$ cat src/rtl/riscv_pkg.sv
// Shared RISC-V pipeline constants: datapath width, writeback source selects
// and load funct3 encodings.
package riscv_pkg;

  localparam int XLEN = 32;

  localparam logic [1:0] WB_SEL_ALU = 2'd0;
  localparam logic [1:0] WB_SEL_MEM = 2'd1;
  localparam logic [1:0] WB_SEL_PC4 = 2'd2;

  localparam logic [2:0] F3_LB  = 3'd0;
  localparam logic [2:0] F3_LH  = 3'd1;
  localparam logic [2:0] F3_LW  = 3'd2;
  localparam logic [2:0] F3_LBU = 3'd4;
  localparam logic [2:0] F3_LHU = 3'd5;

endpackage

$ cat src/rtl/load_extract.sv
// Combinational load data extraction: picks the byte/half/word out of an
// aligned memory word and sign- or zero-extends it by funct3.
module load_extract
  import riscv_pkg::*;
(
  input  logic [XLEN-1:0] rdata,
  input  logic [1:0]      addr_lo,
  input  logic [2:0]      funct3,
  output logic [XLEN-1:0] value
);

  logic [7:0]  byte_v;
  logic [15:0] half_v;

  // addr_lo[0] is ignored for halves; misaligned loads trap upstream.
  assign byte_v = rdata[{addr_lo, 3'b000} +: 8];
  assign half_v = rdata[{addr_lo[1], 4'b0000} +: 16];

  always_comb begin
    value = '0;
    case (funct3)
      F3_LB:   value = {{(XLEN-8){byte_v[7]}}, byte_v};
      F3_LH:   value = {{(XLEN-16){half_v[15]}}, half_v};
      F3_LW:   value = rdata;
      F3_LBU:  value = {{(XLEN-8){1'b0}}, byte_v};
      F3_LHU:  value = {{(XLEN-16){1'b0}}, half_v};
      default: value = '0;
    endcase
  end

endmodule

$ cat src/rtl/wb_stage.sv
// Writeback stage: registers MEM/WB fields and drives the register file write
// port. Define WB_INSTRET_EN to build the retired-instruction counter.
module wb_stage #(
  parameter int XLEN  = 32,
  parameter int CNT_W = 64
) (
  input  logic             clk,
  input  logic             rst,
  input  logic             flush,
  input  logic             in_valid,
  input  logic             in_we,
  input  logic [4:0]       in_rd,
  input  logic [1:0]       in_wb_sel,
  input  logic [2:0]       in_funct3,
  input  logic [1:0]       in_addr_lo,
  input  logic [XLEN-1:0]  in_alu_res,
  input  logic [XLEN-1:0]  in_mem_rdata,
  input  logic [XLEN-1:0]  in_pc_plus4,
  output logic             rf_we,
  output logic [4:0]       rf_rd,
  output logic [XLEN-1:0]  rf_wdata,
  output logic             wb_valid,
  output logic [CNT_W-1:0] instret
);

  import riscv_pkg::*;

  logic            valid_q;
  logic            we_q;
  logic [4:0]      rd_q;
  logic [1:0]      wb_sel_q;
  logic [2:0]      funct3_q;
  logic [1:0]      addr_lo_q;
  logic [XLEN-1:0] alu_q;
  logic [XLEN-1:0] rdata_q;
  logic [XLEN-1:0] pc4_q;
  logic [XLEN-1:0] load_val;

  // flush only kills the instruction being captured on this edge.
  always_ff @(posedge clk or posedge rst) begin
    if (rst) begin
      valid_q   <= 1'b0;
      we_q      <= 1'b0;
      rd_q      <= '0;
      wb_sel_q  <= '0;
      funct3_q  <= '0;
      addr_lo_q <= '0;
      alu_q     <= '0;
      rdata_q   <= '0;
      pc4_q     <= '0;
    end else begin
      valid_q   <= in_valid & ~flush;
      we_q      <= in_we;
      rd_q      <= in_rd;
      wb_sel_q  <= in_wb_sel;
      funct3_q  <= in_funct3;
      addr_lo_q <= in_addr_lo;
      alu_q     <= in_alu_res;
      rdata_q   <= in_mem_rdata;
      pc4_q     <= in_pc_plus4;
    end
  end

  load_extract u_load_extract (
    .rdata   (rdata_q),
    .addr_lo (addr_lo_q),
    .funct3  (funct3_q),
    .value   (load_val)
  );

  always_comb begin
    rf_wdata = '0;
    case (wb_sel_q)
      WB_SEL_ALU: rf_wdata = alu_q;
      WB_SEL_MEM: rf_wdata = load_val;
      WB_SEL_PC4: rf_wdata = pc4_q;
      default:    rf_wdata = '0;
    endcase
  end

  // x0 is gated here as well as in the register file.
  assign rf_we    = valid_q & we_q & (rd_q != 5'd0);
  assign rf_rd    = rd_q;
  assign wb_valid = valid_q;

`ifdef WB_INSTRET_EN
  logic [CNT_W-1:0] cnt_q;

  always_ff @(posedge clk or posedge rst) begin
    if (rst)          cnt_q <= '0;
    else if (valid_q) cnt_q <= cnt_q + CNT_W'(1);
  end

  assign instret = cnt_q;
`else
  assign instret = '0;
`endif

endmodule

$ cat config.mk
export PLATFORM = sky130hd
export DESIGN_NAME = wb_stage
export DESIGN_NICKNAME = d
export VERILOG_FILES = /design/src/rtl/riscv_pkg.sv /design/src/rtl/load_extract.sv /design/src/rtl/wb_stage.sv
export SDC_FILE = /design/constraint.sdc
export NUM_CORES = 1
export LEC_CHECK = 0
export CORE_MARGIN = 1.5
export CORE_UTILIZATION = 30
export DETAILED_ROUTE_END_ITERATION = 8
export GPL_TIMING_DRIVEN = 0
export PLACE_DENSITY = 0.63
export SETUP_SLACK_MARGIN = 0.5
export SYNTH_ARGS = -nofsm -noshare
export SYNTH_HDL_FRONTEND = slang
export SYNTH_SLANG_ARGS = --single-unit
$ cat constraint.sdc
create_clock -name clk -period 9.6 [get_ports clk]
set_input_delay 1.44 -clock clk [delete_from_list [all_inputs] [get_ports clk]]
set_output_delay 1.44 -clock clk [all_outputs]
set_load 0.05 [all_outputs]
-- Yosys cells after proc, flatten, opt, wreduce, memory -nomap -nowiden
Cells that the tools add are included.
- muxes and demuxes: 2
- reductions and logical operators: 3
- bitwise logic cells: 4
- shifts and indexed selects: 2
- equal/unequal tests: 6
- operators by type and width (operator ; number):
    one-hot mux 32 bit (5 select lines) ; 1
    one-hot mux 32 bit (3 select lines) ; 1
    variable part select 32 x 6 -> 16 bit ; 1
    variable part select 32 x 6 -> 8 bit ; 1
    equality test 3 bit, second input constant ; 2
    nonzero test 5 bit ; 1
    AND 1 bit ; 3
    equality test 3 x 1 -> 1 bit, second input constant ; 1
    equality test 3 x 2 -> 1 bit, second input constant ; 1
    logical NOT 3 bit ; 1
    equality test 2 x 1 -> 1 bit, second input constant ; 1
    equality test 2 bit, second input constant ; 1
    logical NOT 2 bit ; 1
    NOT 1 bit ; 1
- output and inout bits: 103
- register bits after elaboration: 110
- word-level logic and storage cells: 26

-- Depth between registers and ports, before layout
Gate-level depths: netlist of the first run.
- word-level depth: 3
- depth in mapped cells: 6
- mapped depth without buffers: 4

-- Hierarchy
From an unflattened synthesis of the first run, not the netlist that was laid out.
- cells, all modules: 373
- area total of the unflattened synthesis: 4802.1 µm²
- by module, submodules not included (module ; cells each ; area an instance (µm²) ; times used ; seq. area each (µm²)):
    wb_stage ; 256 ; 3980.1 ; 1 ; 2752.6
    load_extract ; 117 ; 822.0 ; 1 ; 0.0

-- Least setup slack after synthesis of the first run
Ideal clock, no wire load.
- path type: reg2out
- from: reg funct3_q[0]
- to: out rf_wdata[10]
- required time: 8.160 ns
- arrival: 1.982 ns
- setup slack: 6.178 ns
- buffers on the path: 1
- cell stages (with the launch flop): 6
- path through: dfrtp_1 > buf_2 > nor3b_1 > a21o_1 > a22oi_1 > o221ai_1
- longest elaborated chain between the ends: 3
- elaborated cells between the ends (all ways): 7
- those cells by class: eq/ne: 4; mux: 2; reduce/logical: 1
- RTL lines (item ; line ; source):
    start, declared ; wb_stage.sv:32 ; logic [2:0] funct3_q;
    start signal, assigned ; wb_stage.sv:56 ; funct3_q <= in_funct3;
    equality test 3 bit, or another cell as far along ; load_extract.sv:21 ; case (funct3)
    one-hot mux 32 bit (5 select lines) * ; load_extract.sv:21 ;
    one-hot mux 32 bit (3 select lines) * ; wb_stage.sv:73 ; case (wb_sel_q)
    end, declared ; wb_stage.sv:21 ; output logic [XLEN-1:0] rf_wdata,
Mark *: on every way between the ends. The rest lies on a longest branch, timed or not.

-- Worst setup path in the final report of the first run
- from: reg funct3_q[0]
- to: out rf_wdata[2]
Same word-level chain as after synthesis.

==> results of run 1 <==
## registers in the layout (all words and copies together) (netlist names)
register	count
alu_q	32
addr_lo_q	2
wb_valid	1
wb_sel_q	2
funct3_q	3
rdata_q	32
we_q	1
rf_rd	5
pc4_q	32
## cell usage after synthesis (2+ instances only)
master | number | share of area [%]
a21oi_1 | 5 | 0.56
buf_2 | 8 | 0.89
or3_1 | 2 | 0.28
buf_6 | 2 | 0.50
a221o_1 | 7 | 1.6
o21ai_0 | 4 | 0.44
nand2_1 | 8 | 0.67
mux2i_1 | 45 | 10
nor2b_1 | 5 | 0.70
buf_4 | 64 | 11
a211o_1 | 11 | 2.1
a22o_2 | 3 | 0.67
a211o_2 | 2 | 0.44
a22oi_1 | 10 | 1.7
and2_1 | 2 | 0.28
clkbuf_1 | 4 | 0.33
o221ai_1 | 8 | 1.6
nand2b_1 | 3 | 0.42
dfrtp_1 | 110 | 61
nor2_1 | 23 | 1.9
## cell type report
class                      count  area (sq um)
fill                        1314          7700
sequential                   110          2750
timing repair buffer         152          1540
multi-input combinational    215          1420
buffer                        78           558
clock buffer                  10           239
tap                          184           230
clock inverter                 6           138
inverter                       1          6.26
## layout by cell type, fill, tap and decap left out, types with 2 or more instances in the layout
master | Yosys | layout
conb_1 | 1 | 64
o21ai_0 | 4 | 4
clkbuf_16 | 0 | 9
or3_1 | 2 | 2
buf_6 | 2 | 2
clkdlybuf4s50_1 | 0 | 151
a211o_2 | 2 | 2
nor2b_1 | 5 | 5
bufinv_16 | 0 | 4
a22oi_1 | 10 | 10
inv_6 | 0 | 2
mux2i_1 | 45 | 45
a21oi_1 | 5 | 5
buf_4 | 64 | 64
and2_1 | 2 | 2
a22o_2 | 3 | 3
clkbuf_1 | 4 | 4
buf_2 | 8 | 8
a211o_1 | 11 | 11
nor2_1 | 23 | 23
a221o_1 | 7 | 7
nand2b_1 | 3 | 3
nand2_1 | 8 | 8
o221ai_1 | 8 | 8
dfrtp_1 | 110 | 110
## stage by stage
stage	utilization [%]	area, sq um	hold WS, ps	instances	power, W
6_report	47.2	6890	1520	756	0.00121
5_1_grt	47.2	6890	1520	756	0.00126
4_1_cts	47.2	6890	1520	756	0.00122
3_5_place_dp	44.6	6510	1890	740	0.000764
3_3_place_gp	44.4	6480	1880	739	0.000760
2_1_floorplan	-	4740	1470	404	0.000674
## path summary, 6_finish.rpt
kind | startpoint | end | slack [ps]
max | funct3_q[0] | rf_wdata[2] | 5280
min | rst | pc4_q[27] | 1520
max in group asynchronous | rst | funct3_q[0] | 7370
min in group clk | in_mem_rdata[26] | rdata_q[26] | 1530
## routing by layer
layer  track usage (%)  share of wire (%)  vias up
met5                 0                  0        -
li1                  -                  -     1514
met3              5.69                 11        6
met1              16.1                 38     1473
met4              4.21               0.98        0
met2              24.9                 49      183
## power by group
group	internal (W)	switching [W]
clock network	0.000290	0.000167
registers	0.000486	0.0000112
logic	0.000104	0.000153
## logic make-up (layout without fill, tap and decap cells)
family                 count (synthesis)  count (layout)  synth area share, %
AO/OA/AOI/OAI                         57              57                 10.8
buffers and inverters                 79             247                 12.5
flip-flops                           110             110                 61.2
multiplexers                          46              46                 10.3
other                                  1              64               0.0833
AND/OR/NAND/NOR                       48              48                 5.12
==> results.md, run 1 <==
* Dominant register cell in the synthesized netlist: dfrtp_1
* Core area at 14,600 sq um
* Grt ovf at 0
* Sequential element share of the synthesized area at 61.2%
* Layout cell share with drive strength beyond 1 at 18.2%
* Layout area overhead at 53.0%
* Critical path's slowest cell: clkdlybuf4s50_1
* Post-CTS sizing at 0
* First-pass iteration count of the detailed router at 4
* Ant. Diodes at 0
* Endpoints failing hold at 0
* Total CTS buffers at 9
* Vias/cell at 4.20
* Asr flop ratio synth at 100%
* Netlist Area Pre-Place at 4500 sq um
* Largest net degree at the start of global routing at 66
* Number of setup buffers added after CTS at 0
* Detail Placement HPWL at 8.65 mm
* DIE WIDTH at 125 microns
* Worst vdd ir at 0.0812 mV
* Delay-heaviest family, CP: buffers and inverters
* Period utilisation layout at 45.0%
* Max_slew headroom at 60.3%
* Mapped Cells at 341
* Worst Slack Setup Final at 5280 ps
* Placer Congestion at 0.713
* DP Worst Slack at 5640 ps
* Synthesized flop and latch total at 110
* Total track usage at 14.3%
* Max Slew Vio Count at 0
* Crit end category: output pin
* Buf+Inv Stages, Crit Path at 3
* Pleak at 3.24 nW
* TritonCTS clock tree: built
* Maxcap violations at 0
* Pwr/cell area at 176 nW/um^2
* Worst hold path type: in2async
* Setup TNS at 0 ps
* WP data arrival at 2880 ps
* DRT antenna net count at 0
* Via count at 3,176
* Number of nets in the layout at 680
* Initial Util at 30.8%
* Required time worst endpoint at 8160 ps
* Clk root buf: clkbuf_16
* Synthesized area per cell at 13.2 sq um
* Crit path max fanout at 10
* RSZ-0062 raised after global routing: false
* H-Tree Depth at 3
* Outcome: finished clean
* Worst slew pin tran at 595 ps
* WS Path Type: reg2out
* Hold_buf cts at 0
* Final setup vio count at 0
* Fin crit period at 4320 ps
* Die H at 125 microns
* Wire per inst at 14.9 microns
* Die Area at 15,700 sq um
* YS warnings at 0
* Row Count at 44
* Crit path depth at 7
* CP Launch Type: flip-flop
* EDFF count, synth at 0
* Distinct cells, synth at 35
* Ports at 216
* Clock Pin Slew Worst Setup and Hold Paths at 70 ps
* Routed WL at 11.3 mm
* Worst path cell trace: buf_2 > nor2b_1 > buf_2 > mux2i_1 > mux2i_1 > a221o_1 > clkdlybuf4s50_1
* First-pass GRT wire length at 17.2 mm
* Initial drt markers at 99
* Residual DRC count at 0
* Vias in the first global route at 3,236
* Port Buf Inserts at 151
* Max Clk Rate at 0.232 GHz
* Slowest cell delay on critical path at 720 ps
* Clock Sinks at 110
* Initial antenna violation count at 0
* Bufs on Longest Clock Path at 2
No activity file was read; power rests on OpenSTA's default activity.
==> run 2, diff against run 1 <==
- clock period: 9.6 -> 4.3 ns (I/O delays scaled with it)
==> results of run 2 <==
Same layout as run 1 (identical final DEF). Status: finished clean.
Main changes from that run: setup slack after placement 5640 ps -> 1140 ps; setup slack after layout 5280 ps -> 779 ps; hold slack 1520 ps -> 723 ps; total power 0.00121 W -> 0.00271 W; worst IR drop on VDD 0.0812 mV -> 0.181 mV
